`src/rtl/grf_wb_pkg.sv`:
```
// Shared MIPS pipeline macros and register-file types.
// Later files in the compilation unit rely on these macros, so this file is compiled first.
`ifndef GRF_WB_COMMON_DEFINES
`define GRF_WB_COMMON_DEFINES
`define PC_Reset 32'h0000_3000
`define REG_ZERO 5'd0
`endif

package grf_wb_pkg;
    localparam int unsigned PC_W = 32;

    typedef logic [PC_W-1:0] pc_t;
endpackage

```
`src/rtl/grf_read_port.sv`:
```
// One register-file read port: returns zero for $0 and in reset, then the WB bypass, then storage.
module grf_read_port #(
    parameter int DATA_W = 32,
    parameter int ADDR_W = 5
) (
    input  logic              clear,
    input  logic [ADDR_W-1:0] addr,
    input  logic [DATA_W-1:0] stored,
    input  logic              commit,
    input  logic [ADDR_W-1:0] w_addr,
    input  logic [DATA_W-1:0] w_data,
    output logic [DATA_W-1:0] data
);
    // NOTE: the output gets a default first, so no path through this block can infer a latch.
    always_comb begin
        data = '0;
        if (!clear && addr != `REG_ZERO) begin
            if (commit && w_addr == addr) data = w_data;
            else                          data = stored;
        end
    end
endmodule

```
`src/rtl/grf_wb.sv`:
```
// Writeback register file: 32x32 storage, two bypassed read ports, a registered commit trace
// and a commit counter.
module grf_wb
    import grf_wb_pkg::*;
#(
    parameter int DATA_W = 32,
    parameter int ADDR_W = 5,
    parameter int CNT_W  = 32
) (
    input  logic              clk,
    input  logic              reset,
    input  logic              w_en,
    input  pc_t               w_pc,
    input  logic [ADDR_W-1:0] w_addr,
    input  logic [DATA_W-1:0] w_data,
    input  logic [ADDR_W-1:0] r1_addr,
    input  logic [ADDR_W-1:0] r2_addr,
    output logic [DATA_W-1:0] r1_data,
    output logic [DATA_W-1:0] r2_data,
    output logic              trc_valid,
    output pc_t               trc_pc,
    output logic [ADDR_W-1:0] trc_addr,
    output logic [DATA_W-1:0] trc_data,
    output logic [CNT_W-1:0]  commit_cnt
);
    localparam int DEPTH = 1 << ADDR_W;

    logic [DATA_W-1:0] regs [DEPTH];
    logic              commit;

    // A write presented during reset is discarded, and writes to $0 never count.
    assign commit = w_en && (w_addr != `REG_ZERO) && !reset;

    // NOTE: the storage array is reset explicitly because software may read any register
    // before writing it; entry 0 is cleared here and never written afterwards.
    // NOTE: all state below uses non-blocking assignments so every register samples pre-edge values.
    always_ff @(posedge clk) begin
        if (reset) begin
            for (int i = 0; i < DEPTH; i++) regs[i] <= '0;
        end else if (commit) begin
            regs[w_addr] <= w_data;
        end
    end

    always_ff @(posedge clk) begin
        if (reset) begin
            trc_valid  <= 1'b0;
            trc_pc     <= `PC_Reset;
            trc_addr   <= `REG_ZERO;
            trc_data   <= '0;
            commit_cnt <= '0;
        end else begin
            trc_valid <= commit;
            if (commit) begin
                trc_pc     <= w_pc;
                trc_addr   <= w_addr;
                trc_data   <= w_data;
                commit_cnt <= commit_cnt + CNT_W'(1);
            end
        end
    end

    grf_read_port #(.DATA_W(DATA_W), .ADDR_W(ADDR_W)) u_rd1 (
        .clear  (reset),
        .addr   (r1_addr),
        .stored (regs[r1_addr]),
        .commit (commit),
        .w_addr (w_addr),
        .w_data (w_data),
        .data   (r1_data)
    );

    grf_read_port #(.DATA_W(DATA_W), .ADDR_W(ADDR_W)) u_rd2 (
        .clear  (reset),
        .addr   (r2_addr),
        .stored (regs[r2_addr]),
        .commit (commit),
        .w_addr (w_addr),
        .w_data (w_data),
        .data   (r2_data)
    );
endmodule

```
`config.mk`:
```
export PLATFORM = sky130hd
export DESIGN_NAME = grf_wb
export DESIGN_NICKNAME = d
export VERILOG_FILES = /design/src/rtl/grf_wb_pkg.sv /design/src/rtl/grf_read_port.sv /design/src/rtl/grf_wb.sv
export SDC_FILE = /design/constraint.sdc
export NUM_CORES = 2
export LEC_CHECK = 0
export BUFFER_PORTS_ARGS = -buffer_cell sky130_fd_sc_hd__buf_4
export CORE_UTILIZATION = 40
export CTS_CLUSTER_DIAMETER = 50
export CTS_CLUSTER_SIZE = 10
export DETAILED_ROUTE_END_ITERATION = 12
export SKIP_CTS_REPAIR_TIMING = 1
export SKIP_LAST_GASP = 1
export SYNTH_ARGS = -nofsm -noshare
export SYNTH_HDL_FRONTEND = slang
export SYNTH_SLANG_ARGS = --single-unit
```
`constraint.sdc`:
```
create_clock -name clk -period 7.2 [get_ports clk]
set_input_delay 1.8 -clock clk [delete_from_list [all_inputs] [get_ports clk]]
set_output_delay 1.8 -clock clk [all_outputs]
set_load 0.02 [all_outputs]
```
; Word level (Yosys, flattened, before mapping)
; Memories as Yosys holds them, arrays and structs flattened.
; Index checks and enable logic that the tools add are counted.
[classes]
addsub = 1
n_eq_ne = 2
muxes = 12
reduce_logical = 11
[op_table]
columns = cell, n
row1 = $mux W32, 5
row2 = $add A32 B1 Y32 const B, 1
row3 = $reduce_or A32 Y1, 1
row4 = $reduce_bool A5 Y1, 3
row5 = $eq A5 B5 Y1, 2
row6 = $logic_and A1 B1 Y1, 6
row7 = $mux W1, 6
row8 = $mux W5, 1
row9 = $logic_not A1 Y1, 1
[word_totals]
reg_bits = 102
ramBits = 1024
input_bits = 82
wordCells = 32
n_memories = 1
[mem_list]
columns = name, words, width, read_ports, rd_ports_with_merged_regs, wr, line_no
row1 = regs, 32, 32, 2, 0, 32, grf_wb.sv:28  ; logic [DATA_W-1:0] regs [DEPTH];

; Depth between registers and ports, before layout
[depth]
word_depth = 8
depth_mapped = 9

; By module
; Synthesis repeated with hierarchy kept, for this count alone.
[hier_totals]
hier_cells = 4920
area_unflattened_um2 = 60097.6
[by_module_without_submodules]
columns = module, n_inst, cells_per_inst, area_each_um2, seq_area_each_um2
row1 = grf_wb, 1, 4674, 58796.4, 32791.4
row2 = grf_read_port, 2, 123, 650.6, 0.0

; Worst setup path after synthesis
; OpenSTA, ideal clock, no wires.
[synth_timing]
kind = input to register
from = in w_en
to = mem regs[28][0] (enable)
arrival_ps = 5083
required_time_ps = 6734
slack_ps = 1651
cell_stages = 6
n_path_buf = 2
cell_sequence = buf_2 nor2b_1 o21a_1 nand2b_1 clkbuf_1 o21ai_0
[synth_lines]
columns = element, line_no
row1 = start: declaration, grf_wb.sv:12  ; input logic w_en,
row2 = end: declaration, grf_wb.sv:28

; Worst setup path in the final report
[layout_timing]
from = in r2_addr[1]
to = out r2_data[1]
[layout_via]
elab_chain_len = 4
elab_cells_between_ends = 7
cone_classes = 1 x eq/ne / 2 x mux / 3 x reduce/logical / 1 x memory
[layout_rtl]
columns = element, line_no
row1 = start: declaration, grf_wb.sv:17  ; input logic [ADDR_W-1:0] r2_addr,
row2 = branches (longest 3 deep; another with $mem_v2 Z32 W32), -
row3 = $mux W32 *, grf_read_port.sv:17  ; if (!clear && addr != `REG_ZERO) begin
row4 = end: declaration, grf_wb.sv:19  ; output logic [DATA_W-1:0] r2_data,
; Mark *: on every way between the ends.

==> flow_metrics.py <==
metrics = {
    "run_status": {
        "status": "complete, no violations",
    },
    "logic_synthesis": {
        "synthSimpleGateAreaFrac_pct": 13.4,
        "synth_cell_types": 49,
        "ys_async_sr_fraction_pct": 0,
        "ys_ff_latch": 1126,
        "synth_compound_area_share_pct": 6.03,
        "avgSynthCellArea_sq_um": 14.3,
        "yosysWarnings": 0,
        "synthAdderAreaFrac_pct": 0.0214,
        "syn_area_sq_mm": 0.0584,
        "ys_seq_area_share_pct": 56.1,
        "synth_top_family_by_area": "multiplexers",
        "synth_edf_count": 1024,
        "postSynthCellCount": 4082,
        "synth_xor_area_share_pct": 0.555,
        "synthMuxAreaShare_pct": 20.6,
        "ys.flop_type": "edfxtp_1",
    },
    "critical_path": {
        "worst-path-stages": 8,
        "reg2reg_setup_slack_ns": 4.83,
        "crit_required_ns": 5.40,
        "slowest_stage": "buf_8",
        "worstRegToRegCells": 5,
        "r2r_start": "commit_cnt[3]",
        "cp_slowest_stage_delay_ns": 0.58,
        "start_kind": "input pin",
        "critPathTopFamily": "buffers and inverters",
        "timing.rr.end": "commit_cnt[29]",
        "cp_max_fo": 93,
        "critical_path_class": "input pin to output port",
        "crit_buf_inv": 3,
        "endpoint_kind": "output port",
        "cp.arrival_ns": 4.69,
        "crit_top_cell": "buf_4",
        "cp_cell_sequence": "buf_8 > xnor2_1 > nand3_1 > o21ai_4 > buf_4 > nor2b_1 > a211o_1 > buf_4",
    },
    "floorplanning": {
        "die_height_microns": 384,
        "core_sq_mm": 0.144,
        "dieWidth_microns": 384,
        "io_pins": 248,
        "num_rows": 139,
        "die_area_sq_mm": 0.148,
        "start_util_pct": 40.5,
    },
    "placement": {
        "post-place-ws_ns": 0.768,
        "gp_routability_congestion": 0.849,
        "hpwl_microns": 115000,
        "io_buffers": 247,
        "placed_cell_area_sq_mm": 0.0631,
    },
    "global_routing": {
        "grt_antenna_before_repair": 14,
        "grt_max_degree": 105,
        "grt_first_pass_wirelength_microns": 280000,
        "grt_pass1_vias": 37943,
        "grt_use_total_pct": 26.9,
        "grt-ovfl-total": 0,
    },
    "power": {
        "leakagePower_nw": 23.7,
        "ir_worst_vdd_v": 0.000181,
        "p_per_area_mw_per_mm2": 247,
    },
    "drt": {
        "wl_microns": 199000,
        "avgViaCountPerCell": 6.20,
        "vias": 38637,
        "post_drt_wl_per_cell_microns": 32.0,
        "firstDrtPassIters": 6,
        "route.detailed.drc": 0,
        "antenna_left": 0,
        "drt_iter0_markers": 5537,
    },
    "sta": {
        "fin_crit_sh_pct": 90.1,
        "report.final.slew_viol_count": 0,
        "worst_pin_slew_ns": 1.18,
        "max_freq_mhz": 154,
        "fin_setup_tns_ns": 0,
        "post-route-min-period_ns": 6.49,
        "fin_skew_ns": 0.00725,
        "rsz0062_at_grt": "false",
        "hold_violations": 0,
        "finalWorstSetupSlack_ns": 0.710,
        "setup_viol": 0,
        "max-slew-margin-rel_pct": 21.0,
    },
    "cts": {
        "cts_root_buf": "clkbuf_16",
        "clk_latency_ns": 0.78,
        "tritoncts": "built",
        "cts.htree.levels": 4,
        "clkSinkCount": 1126,
        "clock_path_buffers": 3,
        "cts_buffers": 146,
        "clk_pin_slew_ns": 0.05,
    },
    "cells_and_area": {
        "multiInputGateArea_sq_mm": 0.0245,
        "fin_area_sq_mm": 0.0676,
        "post-route-util_pct": 46.9,
        "fin_nets": 4316,
        "syn_to_final_growth_pct": 15.8,
        "nFillCells": 12486,
        "layout_common_cells": "edfxtp_1, and2_1, mux4_2",
        "final_common_cell": "edfxtp_1",
        "seqCellArea_sq_mm": 0.0328,
        "drive_above_1_share_pct": 26.9,
    },
    "min_path": {
        "hp-start": "trc_pc[17]",
        "holdPathStages": 2,
        "min_to": "trc_pc[17]",
        "min_path_type": "flop to flop",
    },
    "run": {
        "cap_violations": 0,
    },
}
==> power breakdown <==
| part | leakage, nW | internal [W] | switching (W) | total (W) |
|---|---|---|---|---|
| clock | 2.20 | 0.00418 | 0.00284 | 0.00702 |
| combinational | 10.9 | 0.000818 | 0.00120 | 0.00202 |
| sequential | 10.6 | 0.00748 | 0.000176 | 0.00766 |
| total | 23.7 | 0.0125 | 0.00421 | 0.0167 |
==> how the worst max path moves through the flow <==
stage | startpoint | to | slack (ns)
3_5_place_dp | r2_addr[1] | r2_data[3] | 0.77
6_report | r2_addr[1] | r2_data[1] | 0.71
2_1_floorplan | w_en | regs[28][0] | 1.65
4_1_cts | r2_addr[1] | r2_data[3] | 0.76
3_3_place_gp | r2_addr[1] | r2_data[3] | 0.76
5_1_grt | r2_addr[1] | r2_data[1] | 0.62
==> stage by stage <==
step	std cells	hold slack (ns)	power (W)
floorplan	4113	0.535	0.00893
global placement	5988	0.442	0.00974
detailed placement	5988	0.447	0.00977
CTS	6220	0.455	0.0167
global route	6220	0.470	0.0171
finish	6231	0.452	0.0167
==> metal layers <==
layer / track usage, % / vias up / wire length [microns]
li1: - / 15884 / -
met5: 0 / - / 36
met1: 37.6 / 19953 / 79700
met4: 9.72 / 6 / 6840
met2: 41.0 / 2399 / 90700
met3: 6.05 / 395 / 22100
==> final cells by class <==
cell class | count | area share, %
Antenna cell | 11 | 0.0407
Clock inverter | 50 | 0.864
Sequential cell | 1126 | 48.5
Timing Repair Buffer | 404 | 5.05
Multi-Input combinational cell | 2544 | 36.2
Clock buffer | 182 | 5.79
Tap cell | 1903 | 3.52
Inverter | 11 | 0.0629
==> sequential cells by signal, summed over array words and instances, names as in the netlist <==
signal	cells
trc_data	32
trc_addr	5
trc_valid	1
trc_pc	32
regs	1024
commit_cnt	32
==> cell usage after synthesis, types with 32 or more instances <==
cell	number	area share, %
edfxtp_1	1024	53
and2_1	996	11
mux4_2	478	18
clkbuf_1	325	2.1
a22oi_1	161	2.1
nand2_1	152	0.98
a21oi_1	135	1.2
mux2i_1	130	2.2
nor2_1	106	0.68
dfxtp_1	102	3.5
o21ai_0	65	0.56
a221oi_1	64	0.96
buf_2	62	0.53
nor2b_1	35	0.37
a221o_1	33	0.57
xnor2_1	32	0.48
==> cell families after synthesis <==
| kind of cell | after synthesis |
|---|---|
| muxes | 608 |
| buffers and inverters | 443 |
| and+or+nand+nor | 1360 |
| DFF | 1126 |
| other | 1 |
| xor gates and xnor gates | 37 |
| adders and majority gates | 1 |
| AOI/OAI and AO/OA | 506 |
==> tightest hold or removal path: stages, from the launching register on <==
cell,delay [ns]
dfxtp_1,0.30
nand2_1,0.05
a21oi_1,0.05
Power figures use the tool's default switching activity.
